### config.mk
export PLATFORM = sky130hd
export DESIGN_NAME = ysyx_24100006_mem_arb
export DESIGN_NICKNAME = d
export VERILOG_FILES = /design/src/rtl/ysyx_24100006_mem_pkg.sv /design/src/rtl/ysyx_24100006_rr_arb2.sv /design/src/rtl/ysyx_24100006_mem_arb.sv
export SDC_FILE = /design/constraint.sdc
export NUM_CORES = 1
export LEC_CHECK = 0
export ABC_AREA = 1
export ABC_CLOCK_PERIOD_IN_PS = 1400
export CAP_MARGIN = 15
export CORE_ASPECT_RATIO = 1.2
export CORE_MARGIN = 2
export CORE_UTILIZATION = 25
export CTS_BUF_LIST = sky130_fd_sc_hd__clkbuf_4
export CTS_CLUSTER_DIAMETER = 120
export CTS_CLUSTER_SIZE = 40
export DETAILED_ROUTE_END_ITERATION = 10
export PLACE_DENSITY_LB_ADDON = 0.25
export SYNTH_ARGS = -nofsm -noshare
export SYNTH_HDL_FRONTEND = slang
export SYNTH_HIERARCHICAL = 1
export SYNTH_SLANG_ARGS = --single-unit
### constraint.sdc
create_clock -name clk -period 1.4 [get_ports clk]
set_input_delay 0.28 -clock clk [delete_from_list [all_inputs] [get_ports clk]]
set_output_delay 0.28 -clock clk [all_outputs]
set_load 0.01 [all_outputs]
### src/rtl/ysyx_24100006_mem_pkg.sv
// Shared types and constants for the IFU/LSU memory arbiter.
// Covers the FSM state encoding, the grant IDs and the registered request bundle.
package ysyx_24100006_mem_pkg;

  typedef enum logic [1:0] {
    ST_IDLE = 2'd0,
    ST_REQ  = 2'd1,
    ST_WAIT = 2'd2,
    ST_RESP = 2'd3
  } state_t;

  localparam logic GNT_IFU = 1'b0;
  localparam logic GNT_LSU = 1'b1;

  // A timed-out transaction returns this value as its read data.
  localparam logic [31:0] ERR_RDATA = 32'h0000_0000;

  typedef struct packed {
    logic [31:0] addr;
    logic        wen;
    logic [31:0] wdata;
    logic [3:0]  wmask;
  } mem_req_t;

endpackage

### src/rtl/ysyx_24100006_rr_arb2.sv
// Two-way round-robin tie-break: bit 0 = IFU, bit 1 = LSU, one-hot grant.
// On a tie the master that did not win last time is chosen.
module ysyx_24100006_rr_arb2
  import ysyx_24100006_mem_pkg::*;
(
  input  logic [1:0] req,
  input  logic       last_grant,
  output logic [1:0] gnt
);

  always_comb begin
    gnt = 2'b00;
    case (req)
      2'b01:   gnt = 2'b01;
      2'b10:   gnt = 2'b10;
      2'b11:   gnt = (last_grant == GNT_LSU) ? 2'b01 : 2'b10;
      default: gnt = 2'b00;
    endcase
  end

endmodule

### src/rtl/ysyx_24100006_mem_arb.sv
// Arbitrates the IFU and LSU onto one pmem port, one transaction at a time,
// with a WAIT-state timeout that answers with resp_err=1 and zero data.
module ysyx_24100006_mem_arb
  import ysyx_24100006_mem_pkg::*;
#(
  parameter int TIMEOUT_CYCLES = 255
) (
  input  logic        clk,
  input  logic        rst_n,
  // Handshake: a request transfers on a rising edge where valid && ready;
  // responses are single-cycle strobes with no back-pressure.
  input  logic        ifu_req_valid,
  output logic        ifu_req_ready,
  input  logic [31:0] ifu_addr,
  output logic        ifu_resp_valid,
  output logic [31:0] ifu_rdata,
  input  logic        lsu_req_valid,
  output logic        lsu_req_ready,
  input  logic [31:0] lsu_addr,
  input  logic        lsu_wen,
  input  logic [31:0] lsu_wdata,
  input  logic [3:0]  lsu_wmask,
  output logic        lsu_resp_valid,
  output logic [31:0] lsu_rdata,
  output logic        mem_req_valid,
  input  logic        mem_req_ready,
  output logic [31:0] mem_addr,
  output logic        mem_wen,
  output logic [31:0] mem_wdata,
  output logic [3:0]  mem_wmask,
  input  logic        mem_resp_valid,
  input  logic [31:0] mem_rdata,
  output logic        resp_err,
  output logic [1:0]  state_dbg
);

  localparam logic [7:0] TO_LAST = 8'(TIMEOUT_CYCLES - 1);

  state_t     state, state_nx;
  mem_req_t   req_q, req_sel;
  logic       gnt_q, last_grant, err_q;
  logic [7:0] cnt;
  logic [1:0] gnt_oh;
  logic       accept, resp_hit, timeout, done;

  ysyx_24100006_rr_arb2 u_rr (
    .req        ({lsu_req_valid, ifu_req_valid}),
    .last_grant (last_grant),
    .gnt        (gnt_oh)
  );

  assign accept   = (state == ST_IDLE) && (gnt_oh != 2'b00);
  assign resp_hit = (state == ST_WAIT) && mem_resp_valid;
  assign timeout  = (state == ST_WAIT) && (cnt == TO_LAST);
  assign done     = resp_hit || timeout;

  always_comb begin
    req_sel = '0;
    if (gnt_oh[1]) begin
      req_sel.addr  = lsu_addr;
      req_sel.wen   = lsu_wen;
      req_sel.wdata = lsu_wdata;
      req_sel.wmask = lsu_wmask;
    end else begin
      req_sel.addr  = ifu_addr;
    end
  end

  always_ff @(posedge clk or negedge rst_n) begin
    if (!rst_n) state <= ST_IDLE;
    else        state <= state_nx;
  end

  always_comb begin
    state_nx = state;
    case (state)
      ST_IDLE: if (accept)        state_nx = ST_REQ;
      ST_REQ:  if (mem_req_ready) state_nx = ST_WAIT;
      ST_WAIT: if (done)          state_nx = ST_RESP;
      ST_RESP:                    state_nx = ST_IDLE;
      default:                    state_nx = ST_IDLE;
    endcase
  end

  always_comb begin
    ifu_req_ready  = (state == ST_IDLE) && gnt_oh[0];
    lsu_req_ready  = (state == ST_IDLE) && gnt_oh[1];
    mem_req_valid  = (state == ST_REQ);
    ifu_resp_valid = (state == ST_RESP) && (gnt_q == GNT_IFU);
    lsu_resp_valid = (state == ST_RESP) && (gnt_q == GNT_LSU);
    resp_err       = (state == ST_RESP) && err_q;
    mem_addr       = req_q.addr;
    mem_wen        = req_q.wen;
    mem_wdata      = req_q.wdata;
    mem_wmask      = req_q.wmask;
    state_dbg      = state;
  end

  // A response landing in the timeout cycle takes priority over the error.
  always_ff @(posedge clk or negedge rst_n) begin
    if (!rst_n) begin
      req_q      <= '0;
      gnt_q      <= GNT_IFU;
      last_grant <= GNT_LSU;
      cnt        <= 8'd0;
      err_q      <= 1'b0;
      ifu_rdata  <= 32'h0;
      lsu_rdata  <= 32'h0;
    end else begin
      if (accept) begin
        req_q      <= req_sel;
        gnt_q      <= gnt_oh[1] ? GNT_LSU : GNT_IFU;
        last_grant <= gnt_oh[1] ? GNT_LSU : GNT_IFU;
      end
      cnt <= (state == ST_WAIT) ? cnt + 8'd1 : 8'd0;
      if (done) begin
        err_q <= !resp_hit;
        if (gnt_q == GNT_IFU) ifu_rdata <= resp_hit ? mem_rdata : ERR_RDATA;
        else                  lsu_rdata <= resp_hit ? mem_rdata : ERR_RDATA;
      end
    end
  end

endmodule
==> results.json <==
{
  "dpl.hpwl_um": 13750,
  "grt_pass1_wl_um": 34870,
  "min_path_type": "input port to asynchronous set/reset pin",
  "critPathLaunch": "state_dbg[0]",
  "synth_area_leader_cell": "dfrtp_1",
  "clockBufferDepth": 2,
  "die_area_um2": 26630,
  "rrSetupSlack_ns": -0.40,
  "tightestPinTransition_ns": 0.4107,
  "ctsRootBufferMaster": "clkbuf_4",
  "violations": "setup timing",
  "core_um2": 24830,
  "clk_pin_slew_ns": 0.14,
  "die_h_um": 178.4,
  "tns_ns": -35.76,
  "drc": 0,
  "vias": 6683,
  "wl_per_cell_um": 15.91,
  "top_layer_used": "met4",
  "wl_met1_um": 9761,
  "rsz0062_at_grt": "true",
  "drt.antenna.violating_nets": 0,
  "port-buffer-count": 279,
  "max_clock_freq_mhz": 554.9,
  "cts_tree": "built",
  "htree_levels": 4,
  "cp.arrival_ns": 2.28,
  "gp_congestion": 0.7378,
  "synth_top_cells_by_area": "dfrtp_1 (57%), nand2_1 (21%), nor2_1 (4.6%), nand3_1 (3.4%), a31oi_1 (3.2%)",
  "io_pins": 280,
  "ff_latch_area_um2": 3655,
  "dr.pass1.iters": 4,
  "drive_gt1_share_pct": 45.30,
  "worst_setup_path_end_kind": "flip-flop",
  "final_util_pct": 49.13,
  "worstRegToRegCells": 11,
  "finalSetupViolCount": 147,
  "path_cells": "inv_2, ha_4, nand2_4, buf_4, buf_6, buf_12, nand2_8, buf_12, buf_12, nor2_4, a31oi_1",
  "cts.sinks": 146,
  "status": "finished, violations left",
  "worst_ep_required_time_ns": 1.87,
  "slew_headroom_pct": 72.62,
  "cpPeakStageDelay_ns": 0.42,
  "post_dp_cell_area_um2": 9703,
  "ys_types": 24,
  "grt_antenna_before_repair": 1,
  "worstSetupPathType": "flip-flop to flip-flop",
  "worst_path_max_delay_cell": "dfrtp_1",
  "fillCellCount": 2426,
  "grt_overflow": 0,
  "grt_pass1_vias": 6448,
  "worst_slack_ns": -0.4020,
  "irDropWorstVdd_mv": 0.8054,
  "rr_startpoint": "state_dbg[0]",
  "synthesis.area_um2": 6335,
  "final_common_cell": "nand2_1",
  "drtIter0Drc": 198,
  "num-nets-final": 1346,
  "startpoint_type": "flip-flop",
  "final_cell_mix": "nand2_1 (264), dfrtp_1 (145), clkdlybuf4s50_1 (137)",
  "synth-seq-cells": 146,
  "grt_usage_pct": 17.04,
  "synth_nets": 917,
  "worst_path_most_repeated_cell": "buf_12",
  "finalCritPeriodShare_pct": 128.7,
  "multiInputGateArea_um2": 3261,
  "initial_core_util_pct": 25.51,
  "crit_fanout": 8,
  "ys_warn_count": 6,
  "post-route-min-period_ns": 1.802,
  "max_cap_viol_count": 0,
  "grt_max_degree": 39,
  "hold_viol": 0,
  "holdWs_ns": 0.1319,
  "viasPerCell": 4.340,
  "synthCells": 772,
  "wl_um": 24510,
  "p_leak_nw": 6.008,
  "synthToLayoutAreaGrowth_pct": 92.57,
  "fin_area_um2": 12200,
  "clock_latency_ns": 0.55,
  "dr_wl_met2_um": 12720,
  "clock_skew_ns": 0.02230,
  "drv_slew": 0,
  "dr_wl_met3_um": 1635,
  "yosysTopAreaCellShare_pct": 57.28,
  "die_x_um": 149.3,
  "powerDensity_nw_per_um2": 2007,
  "cts_buffers": 17,
  "timing.rr.end": "mem_addr[11]",
  "syn_avg_cell_area_um2": 8.206,
  "rows": 63,
  "synth-seq-area-share_pct": 57.69
}
[worst max-delay path by stage]
stage	depth (start not counted)	slack, ns	end
after floorplan	11	-0.1	lsu_rdata[10]
after global placement	6	-0.58	ifu_req_ready
after detailed placement	6	-0.59	ifu_req_ready
after CTS	5	-0.45	lsu_req_ready
after global routing	5	-0.49	ifu_resp_valid
final	11	-0.40	mem_addr[11]
[cell families after synthesis]
| group | after synthesis | synth area share [%] |
|---|---|---|
| AO/OA/AOI/OAI | 41 | 3.911 |
| XOR/XNOR | 1 | 0.1383 |
| adder cells (fa/ha/maj) | 6 | 1.185 |
| buffers and inverters | 91 | 6.597 |
| flip-flops | 146 | 57.69 |
| AND/OR/NAND/NOR | 487 | 30.48 |
[what timing repair did]
action	in CTS	in global routing
buffers inserted	41	82
endpoints found under the setup margin	277	279
hold buffers	1	0
resized for setup	742	208
pin swaps	13	30
gates cloned	13	9
hold endpoints to repair	146	0
[cell type report]
cell class	instances	area share (%)
clock buffers	18	1.108
clock inverters	14	1.087
repair buffers	449	36.19
multi-input cells	538	26.73
flip-flops and latches	146	29.96
diodes	1	0.02051
inverters	49	1.569
well taps	325	3.333
[power by group]
group / total [mW] / internal, mW / leakage, nW / switching [mW]
registers: 7.20 / 5.99 / 1.82 / 1.21
logic: 14.6 / 7.82 / 4.05 / 6.82
clock network: 2.65 / 0.922 / 0.135 / 1.73
[through the flow]
step / instances / worst slack (ns) / power, mW
2_1_floorplan: 772 / -0.09706 / 11.13
3_3_place_gp: 1372 / -0.5804 / 16.50
3_5_place_dp: 1372 / -0.5929 / 16.58
4_1_cts: 1458 / -0.4495 / 21.20
5_1_grt: 1540 / -0.4923 / 26.06
6_report: 1540 / -0.4020 / 24.49
[cells in the mapped netlist]
cell type  count
a21oi_1        5
a22oi_1        1
a31oi_1       32
buf_1          3
buf_2         19
buf_4          2
buf_6          6
clkbuf_1      12
clkinv_1       1
dfrtp_1      145
dfstp_2        1
ha_1           6
inv_1         48
nand2_1      353
nand2_2        4
nand2_4        3
nand3_1       43
nand4_1        1
nor2_1        78
nor2_4         1
nor3_1         3
o21ai_0        3
or2_2          1
xor2_1         1
[flip-flops by register name (all words and copies together), names as in the netlist, 2 cells and up]
| register | count |
|---|---|
| mem_wdata | 32 |
| lsu_rdata | 32 |
| state_dbg | 2 |
| cnt | 8 |
| mem_addr | 32 |
| ifu_rdata | 32 |
| mem_wmask | 4 |
[routing by layer]
layer | global-route usage, % | vias to the layer above
met4 | 5.000 | 0
met1 | 19.73 | 3172
met5 | 0 | -
met3 | 5.499 | 25
met2 | 30.03 | 231
li1 | - | 3255
[worst max-delay path, delay by kind of cell, from the launching register on]
kind                     cells  cell delay [ns]
buffers and inverters        6             0.77
AND/OR/NAND/NOR              3             0.18
adder cells (fa/ha/maj)      1             0.18
flip-flops                   1             0.42
AO/OA/AOI/OAI                1             0.16
(Power assumes the default switching activity.)
